$ cat src/rtl/block_reader_if.sv
// block_reader_if: request, frame-memory read port and result signals of the block reader.
interface block_reader_if;
    logic       start;
    logic [7:0] start_x;
    logic [6:0] start_y;
    logic [3:0] block_size;
    logic [2:0] target_colour;
    logic [7:0] mem_x;
    logic [6:0] mem_y;
    logic       mem_rd;
    logic [2:0] mem_colour;
    logic       busy;
    logic       done;
    logic [7:0] match_count;
    logic       any_match;
    logic       all_match;
    modport master (
        output start, start_x, start_y, block_size, target_colour, mem_colour,
        input  mem_x, mem_y, mem_rd, busy, done, match_count, any_match, all_match
    );
    modport slave (
        input  start, start_x, start_y, block_size, target_colour, mem_colour,
        output mem_x, mem_y, mem_rd, busy, done, match_count, any_match, all_match
    );
endinterface

$ cat src/rtl/block_reader.sv
// block_reader: scans a square block of the shadow frame memory and counts pixels equal to a target colour.
module block_reader #(
    parameter int SCREEN_W = 160,
    parameter int SCREEN_H = 120
) (
    input logic clock,
    input logic reset,
    block_reader_if.slave bus
);
    typedef enum logic [1:0] {IDLE, READ, DRAIN, DONE} state_t;
    localparam logic [7:0] MAX_X = 8'(SCREEN_W);
    localparam logic [6:0] MAX_Y = 7'(SCREEN_H);
    state_t     state, state_n;
    logic [7:0] sx, mem_x_n, count, size_sq;
    logic [6:0] sy, mem_y_n;
    logic [3:0] sz, ox, oy, ox_n, oy_n;
    logic [2:0] tc;
    logic       load, issue, last, vld;
    always_comb begin
        state_n = state;
        ox_n    = ox;
        oy_n    = oy;
        load    = 1'b0;
        issue   = 1'b0;
        last    = ox == sz - 4'd1 && oy == sz - 4'd1;
        case (state)
            IDLE: if (bus.start) begin
                load    = 1'b1;
                issue   = bus.block_size != 4'd0;
                state_n = issue ? READ : DONE;
                ox_n    = 4'd0;
                oy_n    = 4'd0;
            end
            READ: if (last) begin
                state_n = DRAIN;
            end else begin
                issue = 1'b1;
                ox_n  = ox == sz - 4'd1 ? 4'd0 : ox + 4'd1;
                oy_n  = ox == sz - 4'd1 ? oy + 4'd1 : oy;
            end
            DRAIN:   state_n = DONE;
            default: state_n = IDLE;
        endcase
        // address of the pixel issued next; sums wrap like the draw path
        mem_x_n = (load ? bus.start_x : sx) + {4'd0, ox_n};
        mem_y_n = (load ? bus.start_y : sy) + {3'd0, oy_n};
    end
    always_ff @(posedge clock) begin
        if (reset) begin
            state      <= IDLE;
            sx         <= '0;
            sy         <= '0;
            sz         <= '0;
            tc         <= '0;
            ox         <= '0;
            oy         <= '0;
            bus.mem_x  <= '0;
            bus.mem_y  <= '0;
            bus.mem_rd <= 1'b0;
            vld        <= 1'b0;
            count      <= '0;
        end else begin
            state <= state_n;
            ox    <= ox_n;
            oy    <= oy_n;
            if (load) begin
                sx <= bus.start_x;
                sy <= bus.start_y;
                sz <= bus.block_size;
                tc <= bus.target_colour;
            end
            if (issue) begin
                bus.mem_x <= mem_x_n;
                bus.mem_y <= mem_y_n;
            end
            // off-screen pixels still take their cycle but never strobe the memory
            bus.mem_rd <= issue && mem_x_n < MAX_X && mem_y_n < MAX_Y;
            vld        <= bus.mem_rd;
            if (load)
                count <= '0;
            else if (vld && bus.mem_colour == tc)
                count <= count + 8'd1;
        end
    end
    assign size_sq         = {4'd0, sz} * {4'd0, sz};
    assign bus.busy        = state != IDLE;
    assign bus.done        = state == DONE;
    assign bus.match_count = count;
    assign bus.any_match   = count != 8'd0;
    assign bus.all_match   = sz != 4'd0 && count == size_sq;
endmodule

$ cat src/flat_wrapper.sv
// flat-port wrapper written by rule: the top's interface ports become plain ports
module block_reader_flat 
#(
    parameter int SCREEN_W = 160,
    parameter int SCREEN_H = 120
)
  (clock, reset, bus_start, bus_start_x, bus_start_y, bus_block_size, bus_target_colour, bus_mem_colour, bus_mem_x, bus_mem_y, bus_mem_rd, bus_busy, bus_done, bus_match_count, bus_any_match, bus_all_match);
  block_reader_if bus_i ();
  input logic clock;
  input logic reset;
  input wire logic [$bits(bus_i.start)-1:0] bus_start;
  input wire logic [$bits(bus_i.start_x)-1:0] bus_start_x;
  input wire logic [$bits(bus_i.start_y)-1:0] bus_start_y;
  input wire logic [$bits(bus_i.block_size)-1:0] bus_block_size;
  input wire logic [$bits(bus_i.target_colour)-1:0] bus_target_colour;
  input wire logic [$bits(bus_i.mem_colour)-1:0] bus_mem_colour;
  output wire logic [$bits(bus_i.mem_x)-1:0] bus_mem_x;
  output wire logic [$bits(bus_i.mem_y)-1:0] bus_mem_y;
  output wire logic [$bits(bus_i.mem_rd)-1:0] bus_mem_rd;
  output wire logic [$bits(bus_i.busy)-1:0] bus_busy;
  output wire logic [$bits(bus_i.done)-1:0] bus_done;
  output wire logic [$bits(bus_i.match_count)-1:0] bus_match_count;
  output wire logic [$bits(bus_i.any_match)-1:0] bus_any_match;
  output wire logic [$bits(bus_i.all_match)-1:0] bus_all_match;
  assign bus_i.start = bus_start;
  assign bus_i.start_x = bus_start_x;
  assign bus_i.start_y = bus_start_y;
  assign bus_i.block_size = bus_block_size;
  assign bus_i.target_colour = bus_target_colour;
  assign bus_i.mem_colour = bus_mem_colour;
  assign bus_mem_x = bus_i.mem_x;
  assign bus_mem_y = bus_i.mem_y;
  assign bus_mem_rd = bus_i.mem_rd;
  assign bus_busy = bus_i.busy;
  assign bus_done = bus_i.done;
  assign bus_match_count = bus_i.match_count;
  assign bus_any_match = bus_i.any_match;
  assign bus_all_match = bus_i.all_match;
  block_reader #(.SCREEN_W(SCREEN_W), .SCREEN_H(SCREEN_H)) u_core (.clock(clock), .reset(reset), .bus(bus_i));
endmodule
$ cat config.mk
export PLATFORM = sky130hd
export DESIGN_NAME = block_reader_flat
export DESIGN_NICKNAME = d
export VERILOG_FILES = /design/src/rtl/block_reader_if.sv /design/src/rtl/block_reader.sv /design/src/flat_wrapper.sv
export SDC_FILE = /design/constraint.sdc
export NUM_CORES = 1
export LEC_CHECK = 0
export BUFFER_PORTS_ARGS = -buffer_cell sky130_fd_sc_hd__buf_2
export CAP_MARGIN = 20
export CORE_ASPECT_RATIO = 1.75
export CORE_MARGIN = 5
export CORE_UTILIZATION = 55
export DETAILED_ROUTE_END_ITERATION = 8
export PLACE_DENSITY = 0.77
export RECOVER_POWER = 25
export SLEW_MARGIN = 20
export SYNTH_ARGS = -nofsm -noshare
export SYNTH_HDL_FRONTEND = slang
export SYNTH_SLANG_ARGS = --single-unit
$ cat constraint.sdc
create_clock -name clock -period 4.8 [get_ports clock]
set_clock_uncertainty 0.2 [all_clocks]
set_input_delay 1.2 -clock clock [delete_from_list [all_inputs] [get_ports clock]]
set_output_delay 1.2 -clock clock [all_outputs]
set_load 0.05 [all_outputs]
* Word level (Yosys, flattened, before mapping)
Index checks and enable logic that the tools add are counted.
Widths: inputs -> output; s select.
** Cells by class
- Reductions and logical operators :: 12
- Eq/ne operators :: 9
- $lt $le $gt $ge :: 2
- Add/sub/neg operators :: 6
- $mul :: 1
- Mux-type cells :: 19
** Operator list (count)
- $mux 4 :: 6
- $pmux 4 s2 :: 2
- $add 4x1->4 const B :: 2
- $add 8x1->8 const B :: 1
- $add 8x4->8 :: 1
- $eq 4x4->1 :: 2
- $eq 8x8->1 :: 1
- $lt 8x8->1 const B :: 1
- $mul 4x4->8 :: 1
- $mux 8 :: 1
- $reduce_bool 4->1 :: 2
- $reduce_bool 8->1 :: 1
- $add 7x4->7 :: 1
- $lt 7x7->1 const B :: 1
- $mux 7 :: 1
- $mux 2 :: 3
- $pmux 2 s3 :: 1
- $logic_and 1x1->1 :: 5
- $eq 2x2->1 const B :: 2
- $mux 1 :: 4
- $sub 4x1->4 const B :: 1
- $eq 3x3->1 :: 1
- $eq 2x1->1 const B :: 1
- $logic_not 2->1 :: 1
- 6 further kinds :: 6
** Word-level totals
- Input bits :: 28
- Logic and storage cells :: 61
- Flip-flop bits (word level) :: 57
- Output and inout port bits :: 28

* Logic depth before layout (Yosys ltp)
Gate-level depths: netlist of run 1.
- Depth after elaboration :: 9
- Mapped depth :: 18

* Worst setup path after synthesis of run 1
OpenSTA, ideal clock, no wires.
- Path type :: register to output
- From :: register u_core.sz[1]
- To :: output port bus_all_match
- Data arrival time :: 2.877 ns
- Required time :: 3.400 ns
- Setup slack :: 0.523 ns
- Cell stages (with the launch flop) :: 10
- Cell sequence :: dfxtp_1 > inv_1 > and3_1 > ha_1 > a21o_1 > a21oi_1 > nor2b_1 > o31ai_1 > xnor2_1 > nor3_1
** On the way
- Longest elaborated chain between the ends :: 3
- Elaborated cells between the ends (all ways) :: 4
- Those cells by class :: 1 x mul; 1 x eq/ne; 2 x reduce/logical
** Ends and longest elaborated chain
- from (decl) :: RTL line block_reader.sv:16 : logic [3:0] sz, ox, oy, ox_n, oy_n;
- from (signal assigned) :: RTL line block_reader.sv:69 : sz <= bus.block_size;
- $mul 4x4->8 :: RTL line block_reader.sv:85 : assign size_sq = {4'd0, sz} * {4'd0, sz};
- $eq 8x8->1 :: RTL line block_reader.sv:90 : assign bus.all_match = sz != 4'd0 && count == size_sq;
- $logic_and 1x1->1 * :: RTL line block_reader.sv:90
- to (decl) :: RTL line flat_wrapper.sv:24 : output wire logic [$bits(bus_i.all_match)-1:0] bus_all_match;
Every way passes the cells marked *; elsewhere a longest branch is shown, timed or not.

* Final worst setup path of run 1
- From :: register u_core.sz[0]
- To :: register u_core.bus.mem_x[6]
** On the way
- Longest elaborated chain between the ends :: 6
- Elaborated cells between the ends (all ways) :: 10
- Those cells by class :: 2 x add/sub; 2 x eq/ne; 5 x mux; 1 x reduce/logical
** Ends and longest elaborated chain
- $sub 4x1->4 * :: RTL line block_reader.sv:25, block_reader.sv:38
- $eq 4x4->1 (on tied branches) :: RTL line block_reader.sv:25, block_reader.sv:38
- $mux 4 or $logic_and 1x1->1 (tied branches) :: RTL line block_reader.sv:38, block_reader.sv:25
- $mux 4 * :: RTL line block_reader.sv:34 : READ: if (last) begin
- $pmux 4 s2 * :: RTL line block_reader.sv:26 : case (state)
- named net u_core.ox_n[0] :: RTL line block_reader.sv:16
- $add 8x4->8 * :: RTL line block_reader.sv:45 : mem_x_n = (load ? bus.start_x : sx) + {4'd0, ox_n};
- to (signal assigned) :: RTL line block_reader.sv:73 : bus.mem_x <= mem_x_n;
- to (decl) :: RTL line block_reader_if.sv:23 : output mem_x, mem_y, mem_rd, busy, done, match_count, any_match, all_match
The timed path passes the listed nets; every way through them passes the cells marked *.
A chain may end at the register's enable or synchronous reset.

==> results of run 1 <==
-- metrics by stage --
step	instance area, µm²	hold WS (ns)
finish	3945	0.2571
global route	3945	0.2688
CTS	3949	0.2521
detailed placement	3695	0.2430
global placement	3695	0.2389
floorplan	3388	0.2443
-- cell usage after synthesis, types with 4 or more instances --
cell type  instances  area share (%)
a211oi_1           4            0.89
nand3_1            7             1.0
mux2i_1           11             3.2
nor3_1             8             1.2
xnor3_1            4             2.7
xor2_1            13             3.4
a21o_1             6             1.3
and3_1             5            0.92
a31o_2             4             1.0
o21ai_0            8             1.2
nor2_1            26             2.9
or3_1              5            0.92
ha_1              23             8.5
dfxtp_1           57              34
clkbuf_1          11             1.2
xnor2_1           20             5.2
nand4_1            5            0.92
o211ai_1           5             1.1
and2_1             8             1.5
nor2b_1            4            0.74
inv_1             14             1.6
a21oi_1           33             4.9
nand2_1           67             7.4
-- cells by family after synthesis --
kind of cell    count (synthesis)
compound gates                 76
xor+xnor                       38
fa+ha+maj                      26
buf+inv                        31
flops                          57
mux                            13
simple gates                  147
-- layout by cell type, fill, tap and decap left out, drive strengths merged, types with 5 or more instances in the layout --
| cell type | count |
|---|---|
| a211oi | 5 |
| a21o | 7 |
| a21oi | 34 |
| and2 | 9 |
| and3 | 5 |
| buf | 55 |
| clkbuf | 15 |
| dfxtp | 57 |
| ha | 23 |
| inv | 14 |
| mux2i | 11 |
| nand2 | 67 |
| nand3 | 7 |
| nand4 | 5 |
| nor2 | 26 |
| nor3 | 10 |
| o211ai | 5 |
| o21ai | 8 |
| or3 | 6 |
| xnor2 | 20 |
| xor2 | 13 |
-- path summary, 6_finish.rpt --
check | from | to | depth (start not counted)
setup / recovery | u_core.sz[0] | u_core.bus.mem_x[6] | 16
hold / removal | u_core.bus.mem_x[0] | u_core.bus.mem_x[0] | 2
setup reg to reg | u_core.sz[0] | u_core.bus.mem_x[6] | 16
hold reg to reg | u_core.bus.mem_x[0] | u_core.bus.mem_x[0] | 2
-- per-layer routing --
metal  up-vias  global-route usage (%)
li1       1441                       -
met3        26                   5.908
met2        80                   37.24
met5         -                       0
met1      1340                   19.83
met4         0                   11.47
-- cell type report --
type                            instances  area, µm²  area share (%)
Clock inverter                          4      98.84           2.506
Clock buffer                           12      155.1           3.933
Timing Repair Buffer                   58      294.0           7.453
Tap cell                               80      100.1           2.537
Inverter                               14      52.55           1.332
Sequential cell                        57       1141           28.92
Multi-Input combinational cell        300       2103           53.31
-- sequential cells by signal, summed over array words and instances (netlist names) --
| name | flops |
|---|---|
| u_core.sz | 4 |
| u_core.sx | 8 |
| u_core.bus.mem_rd | 1 |
| u_core.sy | 7 |
| u_core.oy | 4 |
| u_core.bus.mem_y | 7 |
| u_core.bus.mem_x | 8 |
| u_core.state | 2 |
| u_core.ox | 4 |
| u_core.bus.match_count | 8 |
| u_core.vld | 1 |
| u_core.tc | 3 |
-- worst reg2reg max path, delay by kind of cell (launching register included) --
family	cells	cell delay, ns
adders and majority gates	3	0.94
AOI/OAI and AO/OA	4	0.69
buffers and inverters	2	0.22
xor gates and xnor gates	2	0.40
and+or+nand+nor	4	1.11
DFF	1	0.57
muxes	1	0.22
-- power groups by stage --
| stage | sequential, W | clock [W] | combinational [W] |
|---|---|---|---|
| after floorplan | 0.000777 | 0 | 0.000578 |
| after global placement | 0.000639 | 0 | 0.000880 |
| after detailed placement | 0.000643 | 0 | 0.000895 |
| after CTS | 0.000634 | 0.000582 | 0.000899 |
| after global routing | 0.000645 | 0.000603 | 0.000969 |
| final | 0.000634 | 0.000573 | 0.000893 |
==> results by group, run 1 <==
Outcome
  • Status: finished with violations
  • Failing checks: capacitance limit, slew limit

STA
  • F_max: 224.4 MHz
  • Fin crit period: 4.456 ns
  • Final Setup Violations: 0
  • Pins over their slew limit: 45
  • RSZ-0062 raised after global routing: no
  • Final TNS setup: 0 ns
  • Hold Vio Cnt, Final: 0
  • Final WS setup: 0.3437 ns
  • Slew HR: -30.54%
  • Fin crit share: 92.84%
  • Slew @ Worst Pin: 1.958 ns

Power
  • Power Dens Cells: 532.3 nW/µm²
  • Clk pwr share: 27.3%
  • Sequential share of power: 30.2%
  • Combinational power share: 42.5%
  • PnR Total Power: 0.002100 W
  • Leak: 1.820 nW
  • VDD IR max: 0.0004899 V
  • Psw: 0.0008578 W
  • Internal power: 0.001242 W
  • Switching share of power: 40.85%

Floorplanning
  • FP Rows: 38
  • Die width: 69.33 µm
  • Die Y: 113.8 µm
  • Io pins: 56
  • Core area: 6086 µm²
  • Starting Density: 55.67%
  • Total die area: 7892 µm²

Logic synthesis
  • Post-Synthesis Cells: 388
  • Synth Area in Compound Gates: 15.36%
  • Ys async rst share: 0%
  • Number of flops mapped to enable cells by yosys: 0
  • Register area share after synthesis: 33.68%
  • Distinct cells, synth: 53
  • Mux cell area share after synthesis: 3.914%
  • Syn Nets: 442
  • Ys flop type: dfxtp_1
  • Largest family of logic cells by synthesized area: simple AND/OR/NAND/NOR gates
  • Mapped Avg Cell Area: 8.733 µm²
  • Post-Synth Simple-Gate Area: 20.64%
  • Xor-xnor portion of the synthesized cell area: 11.89%
  • #FFs+latches synth: 57
  • Yosys warnings: 0
  • Mapped cell area: 3388 µm²
  • Post-Synth Adder-Cell Area: 10.27%

Detailed routing
  • WL met1: 2.963 mm
  • Total Wirelength: 7.623 mm
  • Number of vias in the routed layout: 2887
  • Met2 wire length: 4.020 mm
  • Router iterations before antenna repair: 4
  • Via-per-instance ratio: 5.499
  • Avg WL per Cell: 14.52 µm
  • DR WL met3: 365 µm
  • Top sig layer: met4
  • 1st-iter DRT viols: 97
  • DR DRC count: 0
  • ANT nets after route: 0

Critical path
  • Critical Path Sink Type: flop
  • Kind of critical path: reg -> reg
  • CP peak stage delay: 0.65 ns
  • Reg2reg setup slack: 0.34 ns
  • Crit path buf inv count: 2
  • Critical Path RT: 4.85 ns
  • Family with the most delay on the worst path: simple AND/OR/NAND/NOR gates
  • Startpoint Class: flop
  • CP max-delay cell: or4b_1
  • Data arrival, critical path: 4.50 ns
  • Critical-path cell list: inv_1, ha_1, xnor2_1, nor3_4, or4b_1, mux2i_1, a22o_1, ha_1, inv_1, fa_1, nor2b_1, o21a_1, o22ai_1, xnor2_1, nor3_1, a31o_2
  • Max Fanout on Critical Path: 9

Global route
  • Gr ovfl total: 0
  • First-pass GRT wire length: 12.75 mm
  • Antenna violations before repair: 0
  • Vias in the first global route: 2880
  • GRT Resource Usage Total: 20.21%
  • Largest net degree at the start of global routing: 45

Layout
  • Fillers: 561
  • Util after Layout: 64.82%
  • Non-filler cells in the finished layout: 525
  • Final nets: 494
  • Layout area overhead: 16.43%
  • Fraction of layout cells with a size suffix above 1: 18.88%
  • Diode count: 0

Clock tree
  • # hold bufs at CTS: 0
  • H-tree Lvls: 3
  • Cts repair resizes: 0
  • Clock slew at reported path FFs: 0.06 ns
  • Bufs on Longest Clock Path: 2
  • Post-CTS Setup Bufs: 0
  • CTS tree: yes
  • Clk Latency, worst-skew pair: 0.36 ns
  • Clk root buf: clkbuf_8
  • CTS buffer count: 9
  • CTS sink cnt: 57

Place
  • Detailed Place HPWL: 5.825 mm
  • Buffers on Ports: 55
  • Placed insts: 509
  • Worst slack, placed: 0.4411 ns
  • GP Congestion: 0.8385

Hold path
  • Min-delay worst type: reg -> reg

Job
  • Count of max-cap constraint violations: 1
No activity file was read; power rests on OpenSTA's default activity.
==> inputs of run 2 (changes only) <==
CORE_ASPECT_RATIO = 1.2   (was 1.75)
==> run 2 against run 1 <==
Effect of this change: the run now ends clean; hold slack got worse by 0.0085 ns; cell count rose by 0.19%; clock power fell by 28%; sequential share of layout area up 0.59 points; critical path depth unchanged; fmax is 0.17% lower; core utilization is 0.52 points lower; setup slack worse by 0.0074 ns; die area decreased by 0.70%; register-to-register slack about the same; wire length up 0.37%; via count is 0.94% lower; critical path type unchanged; critical endpoint unchanged.
==> results by group, run 2 (same netlist as run 1, synthesis figures left out) <==
Outcome
  • Status: finished clean

Floorplanning
  • Die Y: 95.98 µm (-16%)
  • Total die area: 7837 µm² (-0.70%)
  • FP Rows: 31 (-18%)
  • Io pins: 56 (unchanged)
  • Starting Density: 56.36% (+0.68 points)
  • Die width: 81.65 µm (+18%)
  • Core area: 6012 µm² (-1.2%)

STA
  • Fin crit share: 92.99% (+0.15 points)
  • Final TNS setup: 0 ns (unchanged)
  • Hold Vio Cnt, Final: 0 (unchanged)
  • Fin crit period: 4.464 ns (+0.007431 ns)
  • Pins over their slew limit: 0 (-100%)
  • Final Setup Violations: 0 (unchanged)
  • Slew HR: 45.95% (+76 points)
  • Slew @ Worst Pin: 0.8108 ns (-1.147 ns)
  • Hold Slack: 0.2487 ns (-0.008482 ns)
  • F_max: 224.0 MHz (-0.17%)
  • RSZ-0062 raised after global routing: no

Job
  • Count of max-cap constraint violations: 0 (-1)

Hold path
  • Min-delay src: u_core.bus.mem_y[5]
  • WHS Path Cells: 2 (unchanged)
  • Endpoint of the worst hold path: u_core.bus.mem_y[5]
  • Min-delay worst type: reg -> reg

Critical path
  • Crit path buf inv count: 2 (unchanged)
  • Startpoint Class: flop
  • Critical Path RT: 4.84 ns (about the same)
  • Family with the most delay on the worst path: simple AND/OR/NAND/NOR gates
  • CP peak stage delay: 0.66 ns (about the same)
  • Critical-path cell list: inv_1, ha_1, xnor2_1, nor3_4, or4b_1, mux2i_1, a22o_1, ha_1, inv_1, fa_1, nor2b_1, o21a_1, o22ai_1, xnor2_1, nor3_1, a31o_2
  • Max Fanout on Critical Path: 9 (unchanged)
  • Reg2reg setup slack: 0.34 ns (about the same)
  • Reg2reg path depth: 16 (unchanged)
  • Critical Path Sink Type: flop
  • CP max-delay cell: or4b_1
  • Kind of critical path: reg -> reg
  • Data arrival, critical path: 4.51 ns (about the same)
  • R2R Path Start: u_core.sz[0]
  • FF-to-FF End: u_core.bus.mem_x[6]

Detailed routing
  • DR DRC count: 0 (unchanged)
  • Total Wirelength: 7.651 mm (+0.37%)
  • ANT nets after route: 0 (unchanged)
  • Number of vias in the routed layout: 2860 (-0.94%)
  • Router iterations before antenna repair: 4 (unchanged)
  • 1st-iter DRT viols: 109 (+12%)
  • Via-per-instance ratio: 5.437 (-1.1%)
  • Avg WL per Cell: 14.55 µm (+0.18%)

Global route
  • Largest net degree at the start of global routing: 45 (unchanged)
  • Met1 Use GR: 24.08% (+4.2 points)
  • Met2 usage: 37.23% (about the same)
  • GR peak layer: met2
  • Vias in the first global route: 2816 (-2.2%)
  • Gr ovfl total: 0 (unchanged)
  • GRT Resource Usage Total: 21.26% (+1.0 points)
  • First-pass GRT wire length: 12.68 mm (-0.54%)
  • Antenna violations before repair: 0 (unchanged)
  • Met3 global-route usage: 5.431% (-0.48 points)

Power
  • VDD IR max: 0.0003721 V (-24%)
  • Power Dens Cells: 500.6 nW/µm² (-5.9%)
  • Leak: 1.764 nW (-3.0%)

Clock tree
  • CTS buffer count: 9 (unchanged)
  • Clk Latency, worst-skew pair: 0.35 ns (about the same)
  • Bufs on Longest Clock Path: 2 (unchanged)
  • Post-CTS Setup Bufs: 0 (unchanged)
  • H-tree Lvls: 3 (unchanged)
  • Clk root buf: clkbuf_8
  • Clock slew at reported path FFs: 0.06 ns (about the same)
  • CTS sink cnt: 57 (unchanged)
  • CTS tree: yes
  • Cts repair resizes: 0 (unchanged)
  • # hold bufs at CTS: 0 (unchanged)

Layout
  • Commonest non-fill, non-tap cell in the layout: nand2_1
  • Layout area overhead: 14.11%
  • Diode count: 0 (unchanged)
  • Fraction of layout cells with a size suffix above 1: 17.57% (-1.3 points)
  • Most frequent cells in the layout: 67 x nand2_1, 57 x dfxtp_1, 48 x buf_2, 33 x a21oi_1, 26 x nor2_1
  • Final nets: 494 (unchanged)

Place
  • GP Congestion: 0.8438 (+0.63%)
  • Buffers on Ports: 55 (unchanged)
  • Detailed Place HPWL: 5.638 mm (-3.2%)
==> run 2: report_power, final <==
group          internal, W  switching [W]  total (W)
combinational     0.000295       0.000593   0.000888
clock             0.000226       0.000188   0.000414
sequential        0.000567      0.0000672   0.000634
total              0.00109       0.000849    0.00194
==> run 2: cell type report <==
type,instances,area (µm²)
multi-input combinational,300,2103
timing repair buffer,58,285.3
inverter,14,52.55
fill,518,2146
clock buffer,13,168.9
clock inverter,2,12.51
sequential,57,1141
tap,82,102.6
==> run 2: how the worst max path moves through the flow <==
stage / from / cells after the start / to
floorplan: u_core.sz[1] / 9 / bus_all_match
global placement: u_core.sz[0] / 16 / u_core.bus.mem_x[6]
detailed placement: u_core.sz[0] / 16 / u_core.bus.mem_x[6]
CTS: u_core.sz[0] / 16 / u_core.bus.mem_x[6]
global route: u_core.sz[0] / 16 / u_core.bus.mem_rd
finish: u_core.sz[0] / 16 / u_core.bus.mem_x[6]
==> run 2: through the flow <==
stage          cells  util [%]  total power [W]  cell area [µm²]  worst slack [ns]
6_report         526     64.31         0.001936             3866            0.3363
2_1_floorplan    388         -         0.001356             3388            0.5230
3_5_place_dp     511     61.50         0.001536             3697            0.4478
3_3_place_gp     511     61.50         0.001519             3697            0.5989
4_1_cts          526     64.52         0.001951             3879            0.3313
5_1_grt          526     64.31         0.002064             3866           0.07823
==> run 2: routing by layer <==
layer | share of wire (%) | routed length, µm
met5 | 0 | 0
met3 | 5.7 | 433
met4 | 1.9 | 144
met1 | 42 | 3209
met2 | 51 | 3864
==> run 2: worst register-to-register path, delay by kind of cell, from the launching register on <==
family / cells / cell delay, ns
simple gates: 4 / 1.11
fa+ha+maj: 3 / 0.94
compound gates: 4 / 0.69
flops: 1 / 0.55
xor+xnor: 2 / 0.41
mux: 1 / 0.24
buf+inv: 2 / 0.22
